## src/rtl/ram_loader.sv

```systemverilog
// Boot-time RAM loader: streams bytes into a single-port RAM from address 0, then
// optionally reads the region back and compares a mod-2^DATA_WIDTH checksum.
module ram_loader #(
    parameter int ADDR_WIDTH = 5,
    parameter int DATA_WIDTH = 8,
    parameter int VERIFY     = 1
) (
    input  logic                  clk,
    input  logic                  rst_n,
    input  logic                  start,
    input  logic [ADDR_WIDTH:0]   length,
    input  logic [DATA_WIDTH-1:0] in_data,
    input  logic                  in_valid,
    output logic                  in_ready,
    output logic                  ram_read_en,
    output logic                  ram_write_en,
    output logic [ADDR_WIDTH-1:0] ram_address,
    output logic [DATA_WIDTH-1:0] ram_write_data,
    input  logic [DATA_WIDTH-1:0] ram_read_data,
    output logic                  busy,
    output logic                  done,
    output logic                  error
);

    localparam int DEPTH = 2 ** ADDR_WIDTH;
    localparam logic [ADDR_WIDTH:0] DEPTH_L = (ADDR_WIDTH + 1)'(DEPTH);
    localparam logic [ADDR_WIDTH:0] ONE_L   = (ADDR_WIDTH + 1)'(1);

    typedef enum logic [2:0] {
        S_IDLE,
        S_LOAD,
        S_READ,
        S_DRAIN,
        S_COMPARE,
        S_FINISH
    } state_t;

    state_t                state_reg, state_next;
    logic [ADDR_WIDTH:0]   len_reg, len_next;
    logic [ADDR_WIDTH-1:0] addr_reg, addr_next;
    logic [ADDR_WIDTH-1:0] raddr_reg, raddr_next;
    logic [DATA_WIDTH-1:0] wsum_reg, wsum_next;
    logic [DATA_WIDTH-1:0] rsum_reg, rsum_next;
    logic                  rd_pending_reg, rd_pending_next;
    logic                  error_reg, error_next;
    logic                  done_reg, done_next;

    logic [ADDR_WIDTH:0]   last_idx;
    logic [ADDR_WIDTH:0]   len_clamped;
    logic                  last_wr;
    logic                  last_rd;

    assign last_idx    = len_reg - ONE_L;
    assign len_clamped = (length > DEPTH_L) ? DEPTH_L : length;
    // Address counters stop at len-1 rather than incrementing, so a full-depth load never wraps.
    assign last_wr     = ({1'b0, addr_reg} == last_idx);
    assign last_rd     = ({1'b0, raddr_reg} == last_idx);

    always_ff @(posedge clk or negedge rst_n) begin
        if (!rst_n) begin
            state_reg      <= S_IDLE;
            len_reg        <= '0;
            addr_reg       <= '0;
            raddr_reg      <= '0;
            wsum_reg       <= '0;
            rsum_reg       <= '0;
            rd_pending_reg <= 1'b0;
            error_reg      <= 1'b0;
            done_reg       <= 1'b0;
        end else begin
            state_reg      <= state_next;
            len_reg        <= len_next;
            addr_reg       <= addr_next;
            raddr_reg      <= raddr_next;
            wsum_reg       <= wsum_next;
            rsum_reg       <= rsum_next;
            rd_pending_reg <= rd_pending_next;
            error_reg      <= error_next;
            done_reg       <= done_next;
        end
    end

    always_comb begin
        state_next      = state_reg;
        len_next        = len_reg;
        addr_next       = addr_reg;
        raddr_next      = raddr_reg;
        wsum_next       = wsum_reg;
        rsum_next       = rsum_reg;
        rd_pending_next = 1'b0;
        error_next      = error_reg;
        done_next       = 1'b0;
        in_ready        = 1'b0;
        ram_read_en     = 1'b0;
        ram_write_en    = 1'b0;
        ram_address     = '0;
        ram_write_data  = '0;

        // Read data arrives one cycle after the read was issued.
        if (rd_pending_reg) begin
            rsum_next = rsum_reg + ram_read_data;
        end

        case (state_reg)
            S_IDLE: begin
                if (start) begin
                    error_next = 1'b0;
                    if (length == '0) begin
                        done_next = 1'b1;
                    end else begin
                        len_next   = len_clamped;
                        addr_next  = '0;
                        raddr_next = '0;
                        wsum_next  = '0;
                        rsum_next  = '0;
                        state_next = S_LOAD;
                    end
                end
            end

            S_LOAD: begin
                in_ready       = 1'b1;
                ram_write_en   = in_valid;
                ram_address    = addr_reg;
                ram_write_data = in_data;
                if (in_valid) begin
                    wsum_next = wsum_reg + in_data;
                    if (last_wr) begin
                        state_next = (VERIFY != 0) ? S_READ : S_FINISH;
                    end else begin
                        addr_next = addr_reg + ADDR_WIDTH'(1);
                    end
                end
            end

            S_READ: begin
                ram_read_en     = 1'b1;
                ram_address     = raddr_reg;
                rd_pending_next = 1'b1;
                if (last_rd) begin
                    state_next = S_DRAIN;
                end else begin
                    raddr_next = raddr_reg + ADDR_WIDTH'(1);
                end
            end

            S_DRAIN: begin
                state_next = S_COMPARE;
            end

            S_COMPARE: begin
                done_next  = 1'b1;
                error_next = (rsum_reg != wsum_reg);
                state_next = S_IDLE;
            end

            S_FINISH: begin
                done_next  = 1'b1;
                error_next = 1'b0;
                state_next = S_IDLE;
            end

            default: begin
                state_next = S_IDLE;
            end
        endcase
    end

    assign busy  = (state_reg != S_IDLE);
    assign done  = done_reg;
    assign error = error_reg;

endmodule

```

## config.mk

```make
export PLATFORM = sky130hd
export DESIGN_NAME = ram_loader
export DESIGN_NICKNAME = d
export VERILOG_FILES = /design/src/rtl/ram_loader.sv
export SDC_FILE = /design/constraint.sdc
export NUM_CORES = 1
export LEC_CHECK = 0
export CELL_PAD_IN_SITES_DETAIL_PLACEMENT = 2
export CELL_PAD_IN_SITES_GLOBAL_PLACEMENT = 2
export CORE_UTILIZATION = 29
export CTS_CLUSTER_DIAMETER = 50
export DETAILED_ROUTE_END_ITERATION = 7
export GPL_ROUTABILITY_DRIVEN = 1
export PLACE_DENSITY_LB_ADDON = 0.1
export SLEW_MARGIN = 10
export SYNTH_ARGS = -nofsm -noshare
export SYNTH_HDL_FRONTEND = slang
export SYNTH_SLANG_ARGS = --single-unit
```

## constraint.sdc

```tcl
create_clock -name clk -period 2.1 [get_ports clk]
set_input_delay 0.63 -clock clk [delete_from_list [all_inputs] [get_ports clk]]
set_output_delay 0.63 -clock clk [all_outputs]
set_load 0.005 [all_outputs]
```

==> results.yml <==
outcome:
  outcome: "complete, but fails checks"
  violations: "negative setup slack"
synthesis:
  synth_edf_count: 0
  yosys.area.top_type_share_pct: 37.0
  synth_top_cells_by_count: "38 x dfrtp_1, 31 x nand2_1, 20 x xnor2_1"
  ys.warnings.count: 0
  synthTopCellsByArea: "dfrtp_1 37%, ha_1 8.3%, xnor2_1 6.8%, nand2_1 4.5%, xor2_1 4.4%"
  synth-main-ff-cell: "dfrtp_1"
  async_flop_share_pct: 100
  synthSimpleGateAreaFrac_pct: 19.0
  yosysMostFrequentCell: "dfrtp_1"
  synth_xor_area_share_pct: 12.2
  synth_sequential_area_ratio_pct: 37.0
  synth_compound_area_share_pct: 14.7
  synth_mux_area_share_pct: 3.89
  synthesis.nets: 321
  synthAdderAreaFrac_pct: 9.82
  synth_top_family_by_area: "simple AND/OR/NAND/NOR gates"
  synthesis.area_um2: 2570
  synth_top_area_cell: "dfrtp_1"
  ys_ff_latch: 38
  ys_types: 41
  avgSynthCellArea_um2: 9.32
  syn_inst: 276
clock_tree:
  htreeDepth: 2
  clk_path_buf_depth: 2
  tritoncts: "yes"
  clockRootBuffer: "clkbuf_8"
  cts_buffers: 5
  cts.sinks: 38
  clock_latency_ns: 0.32
  clk_pin_slew_ns: 0.08
  postCtsHoldBufs: 0
placed_design:
  place_hpwl_um: 6720
  gp_congestion: 0.731
  portBuffers: 44
  place_ws_ns: -0.601
timing:
  finalHoldViolCount: 0
  rsz0062_at_grt: "yes"
  fin_tns_setup_ns: -2.31
  drv_slew: 0
  setup_ws_ns: -0.199
  relSlewSlack_pct: 65.5
  skew_ns: 0.0133
  fmaxAchievable_ghz: 0.435
  worst_slew_pin_slew_ns: 0.517
  setup_violations: 26
  timing.final.crit_share_pct: 109
  finalCriticalPeriod_ns: 2.30
cells_and_area:
  drive_gt1_share_pct: 50.1
  final_net_count: 462
  seqCellArea_um2: 953
  diodes: 0
  areaGrowthSynthToFinish_pct: 74.0
  multi_input_area_um2: 2000
  nFillCells: 855
floorplan:
  io_pins: 45
  dieArea_um2: 9250
  die_h_um: 96.2
  core-area_um2: 8380
  num_rows: 33
  start_util_pct: 30.7
  die_x_um: 96.2
pwr:
  ir_worst_vdd_uv: 524
  pwr-share-comb_pct: 69.7
  switching_share_pct: 43.0
  power_frac_seq_pct: 20.2
  pwr-share-clk_pct: 10.1
  leakage_nw: 2.08
  p_int_mw: 3.85
  switching_power_mw: 2.91
  power_density_nw_per_um2: 1510
grt:
  antenna_found_initial: 0
  overflow: 0
  grt_pass1_wl_um: 18000
  track_usage_pct: 27.0
  grt_pass1_vias: 3177
  grt_max_degree: 23
critical_path:
  required_ns: 2.29
  worstSetupPathType: "reg -> reg"
  crit_fanout: 8
  critPathArrivalTime_ns: 2.49
  end_kind: "register"
  cp-start-kind: "register"
hold_path:
  worstHoldPathType: "in -> async"
drt:
  num_vias: 2815
  drc: 0
  postRouteAntennaNets: 0
  routed_wl_um: 13100
  wl_per_cell_um: 25.1
  drt_iter0_markers: 71
  first_pass_iters: 4
  viasPerCell: 5.39
run:
  cap_violations: 0
==> routing by layer <==
| metal | share of wire [%] | global-route usage (%) | wire length [µm] | vias up |
|---|---|---|---|---|
| li1 | - | - | - | 1262 |
| met1 | 43 | 31.5 | 5610 | 1470 |
| met2 | 53 | 49.9 | 6880 | 63 |
| met3 | 2.7 | 4.42 | 351 | 20 |
| met4 | 2.0 | 8.71 | 258 | 0 |
| met5 | 0 | 0 | 0 | - |
==> through the flow <==
step | instances | hold slack, ns | total power [mW] | area (µm²) | util (%)
2_1_floorplan | 276 | 0.334 | 2.85 | 2600 | -
3_3_place_gp | 483 | 0.500 | 4.07 | 3650 | 43.5
3_5_place_dp | 483 | 0.524 | 4.22 | 3650 | 43.5
4_1_cts | 515 | 0.262 | 5.83 | 4220 | 50.3
5_1_grt | 522 | 0.250 | 7.07 | 4480 | 53.4
6_report | 522 | 0.237 | 6.76 | 4480 | 53.4
==> layout by cell type (no fill, tap or decap), types with 10 or more instances in the layout <==
cell	Yosys	final
buf_2	0	11
buf_4	0	85
buf_6	2	15
clkdlybuf4s50_1	0	11
dfrtp_1	38	36
mux2i_1	10	10
nand2_1	31	27
nor2_1	13	11
xnor2_1	20	17
==> final timing paths <==
path,from,to,slack [ns],cells after the start
min in group clk,error,error,0.53,2
worst max-delay path,len_reg[0],raddr_reg[4],-0.20,8
worst max register to register,len_reg[0],raddr_reg[4],-0.20,8
worst min-delay path,rst_n,rsum_reg[1],0.24,1
max in group asynchronous,rst_n,rsum_reg[4],1.37,2
worst min register to register,error,error,0.53,2
==> cell families (layout without fill, tap and decap cells) <==
| kind of cell | Yosys count | after routing |
|---|---|---|
| simple gates | 95 | 95 |
| compound gates | 61 | 61 |
| flops | 38 | 38 |
| xor+xnor | 34 | 34 |
| fa+ha+maj | 19 | 19 |
| buf+inv | 19 | 160 |
| mux | 10 | 10 |
==> layout make-up <==
type                    instances  share of cell area [%]
clock buffers                   6                    1.84
clock inverters                 1                   0.671
inverters                      10                   0.950
multi-input cells             219                    44.7
flip-flops and latches         38                    21.3
well taps                     105                    2.93
repair buffers                143                    27.6
==> critical path, cell delays in order, from the launching register on <==
cell and delay [ns]:
dfrtp_1 0.41, or3_4 0.44, buf_6 0.15, buf_4 0.13, xnor2_1 0.19, nand4_1 0.22, nor2_4 0.35, or3_4 0.22
a21oi_4 0.06
==> power groups by stage <==
stage                     clock, mW  combinational [mW]  sequential [mW]
after floorplan                   0                1.64             1.21
after global placement            0                2.79             1.28
after detailed placement          0                2.93             1.30
after CTS                     0.672                3.85             1.31
after global routing          0.719                4.96             1.39
final                         0.685                4.71             1.36
==> repair_timing <==
item	CTS	global route
gates resized for setup	153	57
buffers inserted	24	12
pin swaps	37	36
gates cloned	2	0
endpoints found under the setup margin	34	37
(Power assumes the default switching activity.)
==> RTL edit 1, RTL diff (same settings) <==
Set the parameter `ADDR_WIDTH` to 6 (it was 5).
--- a/src/rtl/ram_loader.sv
+++ b/src/rtl/ram_loader.sv
@@ -1,7 +1,7 @@
 // Boot-time RAM loader: streams bytes into a single-port RAM from address 0, then
 // optionally reads the region back and compares a mod-2^DATA_WIDTH checksum.
 module ram_loader #(
-    parameter int ADDR_WIDTH = 5,
+    parameter int ADDR_WIDTH = 6,
     parameter int DATA_WIDTH = 8,
     parameter int VERIFY     = 1
 ) (
Interface: changed (resized length and ram_address); port bits go from 45 to 47. The function was not compared with the original's and may differ.
==> RTL edit 1 against the original RTL <==
  * The run still ends with setup timing left
  * Die area rose by 11%
  * Sequential cell count rose by 3
  * Synthesized area is 11% higher
  * Largest cell class unchanged
  * Utilization decreased by 3.8 points
  * Hold slack improved by 0.044 ns
  * Design area increased by 4.2%
  * Via count up 4.0%
  * Count of clock-buffer cells in the layout rose by 1
  * Worst setup slack got worse by 0.0033 ns
  * Power fell by 0.83%
  * Wire length decreased by 6.1%
==> RTL edit 1: results (changes against the original RTL) <==
stage;metric;value;unit;change
synth;synthArstFlopShare;1.00;;unchanged
grt;grt_pass1_vias;3157;;-0.63%
power;irDropWorstVdd;0.540;mV;+3.1%
placed_design;port_buffers;46;;+4.5%
grt;grt_pass1_wl;17500;µm;-2.6%
placed_design;gp_congestion;0.762;;+4.3%
critical_path;reg2reg_depth;9;;+1
power;pg_clk;697;µW;+2%
synth;yosysSeqAreaShare;0.358;;-0.0117
placed_design;hpwl;7610;µm;+13%
clocking;cts_buffer_depth;2;;unchanged
cells_and_area;syn2layout_area_growth;62.8;%;
timing;fin_tns_setup;-2.92;ns;-0.609 ns
synth;synth_ff_type;dfrtp_1;;
route;vias_per_cell;5.13;;-4.9%
cells_and_area;fin_nets;487;;+5.4%
power;power.leakage;0.00214;µW;+3.2%
synth;yosysUniqueCellTypes;51;;+24%
power;sw_frac_of_total;0.426;;-0.00419
grt;grt_max_degree;24;;+4.3%
timing;finalSetupViolCount;31;;+19%
placed_design;place_inst;535;;+11%
critical_path;critPathLaunch;state_reg[0]$_DFFE_PN0P_;;
grt;grt_usage;0.227;;-0.0430
synth;synth.area.mux_share;0.0349;;-0.00399
synth;synth_area_leaders;dfrtp_1 (36%), xnor2_1 (7.9%), ha_1 (7.4%);;
route;wl_per_cell;21.6;µm;-14%
critical_path;critical_path.max_fanout;6;;-2
route;drt-initial-drc-count;77;;+8.5%
synth;synth_xor_area_frac;0.121;;-0.000251
timing;slew_headroom;0.669;;+0.0138
placed_design;dp_slack;-0.614;ns;-0.0129 ns
status;violations;setup timing;;
critical_path;crit_end;ram_address[0];;
critical_path;critical_path.top_delay_family;buffers and inverters;;
critical_path;arrival;1.67;ns;-0.82 ns
timing;fin_ws;-0.202;ns;-0.00328 ns
synth;synth_compound_area_frac;0.153;;+0.00540
status;status;finished with violations;;
cells_and_area;nFillCells;1018;;+19%
cells_and_area;instances_no_fill;571;;+9.4%
power;clkPwrFrac;0.104;;+0.003
critical_path;crit_path_top_delay_cell;dfrtp_1;;
cells_and_area;drive_above_1_share;0.425;;-0.0759
clocking;postCtsSetupRepairBufs;21;;-13%
timing;hold_slack;0.281;ns;+0.0441 ns
synth;syn_inst;307;;+11%
synth;synth_fa_ha_area_frac;0.0882;;-0.0101
synth;synthTopCellsByCount;dfrtp_1 (41), nand2_1 (35), xnor2_1 (26);;
route;first_pass_iters;4;;unchanged
power;power_sequential;1480;µW;+9%
synth;synth_fp_nets;353;;+10%
placed_design;post_dp_cell_area;0.00400;mm²;+9.7%
clocking;ctsResizeCount;134;;-12%
critical_path;ff2ff_setup_slack;-0.14;ns;+0.06 ns
timing;finClkSkew;0.0117;ns;-0.00167 ns
cells_and_area;antennaDiodeCount;0;;unchanged
RTL edit 1: cell types whose count changed after synthesis, moves of 4 or more:
cell	delta
nor2_1	+12
xor2_1	-7
xnor2_1	+6
a21oi_1	-5
nand3b_1	-5
clkbuf_1	+4
nand2_1	+4
o21ai_0	-4
RTL edit 1: final cells by class:
cell class | count | area (µm²) | share of cell area
clock buffer | 7 | 86.3 | 0.0185
clock inverter | 1 | 30.0 | 0.00643
inverter | 13 | 48.8 | 0.0105
multi-input combinational | 241 | 2090 | 0.449
sequential | 41 | 1030 | 0.220
tap | 129 | 161 | 0.0346
timing repair buffer | 139 | 1220 | 0.261
RTL edit 1: metal layers:
metal | part of all wire | GRT usage | vias up
met5 | 0 | 0 | -
met2 | 0.53 | 0.405 | 61
met4 | 0.014 | 0.0557 | 0
met3 | 0.026 | 0.0248 | 13
met1 | 0.43 | 0.294 | 1499
li1 | - | - | 1355
==> RTL edit 2, RTL diff (same flow settings) <==
Without the edit above. Encoding of `state_t`: now one-hot (6 bits for 6 states).
--- a/src/rtl/ram_loader.sv
+++ b/src/rtl/ram_loader.sv
@@ -26,13 +26,13 @@
     localparam logic [ADDR_WIDTH:0] DEPTH_L = (ADDR_WIDTH + 1)'(DEPTH);
     localparam logic [ADDR_WIDTH:0] ONE_L   = (ADDR_WIDTH + 1)'(1);
 
-    typedef enum logic [2:0] {
-        S_IDLE,
-        S_LOAD,
-        S_READ,
-        S_DRAIN,
-        S_COMPARE,
-        S_FINISH
+    typedef enum logic [5:0] {
+        S_IDLE    = 6'b000001,
+        S_LOAD    = 6'b000010,
+        S_READ    = 6'b000100,
+        S_DRAIN   = 6'b001000,
+        S_COMPARE = 6'b010000,
+        S_FINISH  = 6'b100000
     } state_t;
 
     state_t                state_reg, state_next;
Function: same outputs for any inputs over 10 cycles, from zero or initial values and one cycle with rst_n low; not proved beyond that.
==> RTL edit 2 against the original RTL <==
  * First-iteration DRC count increased by 23%
  * Power shrank 6.5%
  * Wire length grew 20%
  * Worst setup slack worse by 0.28 ns
  * Largest cell class unchanged
  * Design area increased by 14%
  * Synthesized area grew 7.1%
  * Via count increased by 11%
  * Sequential cell count increased by 2
  * The flow still finishes with violations (setup timing)
==> RTL edit 2: results (changes against the original RTL) <==
stage;metric;value;unit;change
status;status;finished with violations;;
status;violations;setup timing;;
cells_and_area;final_cell_area;0.00510;mm²;+14%
timing;worst_pin_slew;0.605;ns;+0.0880 ns
critical_path;critPathLaunch;state_reg[2]$_DFFE_PN0P_;;
placed_design;dp_slack;-0.592;ns;+0.00955 ns
timing;finalSetupViolCount;52;;+100%
critical_path;timing.rr.start;state_reg[4]$_DFFE_PN0P_;;
clocking;clock_sinks;40;;+5.3%
cells_and_area;seq_share;0.197;;-0.0161
route;drt-initial-drc-count;87;;+23%
placed_design;place_inst;531;;+9.9%
grt;grt_pass1_vias;3436;;+8.2%
timing;fin_ws;-0.477;ns;-0.277 ns
timing;hold_slack;0.293;ns;+0.0568 ns
clocking;postCtsSetupRepairBufs;38;;+58%
die;die_x;99.5;µm;+3.4%
power;combPwrFrac;0.674;;-0.023
placed_design;gp_congestion;0.788;;+7.8%
clocking;clk_pin_slew;0.10;ns;+0.02 ns
critical_path;r2r_end;addr_reg[4]$_DFFE_PN0P_;;
cells_and_area;buffers;165;;+15%
power;sw_frac_of_total;0.438;;+0.00819
cells_and_area;clkCellAreaFrac;0.0260;;+0.000839
route;wl;15700;µm;+20%
route;first_pass_iters;6;;+2
cells_and_area;n_all_inverters;14;;+4
## RTL edit 2: cell types whose count changed after synthesis, sizes merged, moves of 4 or more
cell / delta
xor2: -7
nor2: +7
inv: +4
nand2: -5
a21o: +4
o31ai: +6
## RTL edit 2: logic make-up (layout without fill, tap and decap cells)
kind of cell / after synthesis / count (layout) / synth area share
AO/OA/AOI/OAI: 77 / 77 / 0.190
XOR/XNOR: 29 / 29 / 0.0921
adder cells (fa/ha/maj): 19 / 19 / 0.0917
buffers and inverters: 24 / 187 / 0.0359
flip-flops: 40 / 40 / 0.364
multiplexers: 8 / 8 / 0.0291
AND/OR/NAND/NOR: 100 / 100 / 0.197
## RTL edit 2: worst reg2reg max path: cells and delay by family (launching register included)
family	cells	cell delay, ns
AND/OR/NAND/NOR	4	1.08
flip-flops	1	0.41
buffers and inverters	3	0.43
AO/OA/AOI/OAI	2	0.51
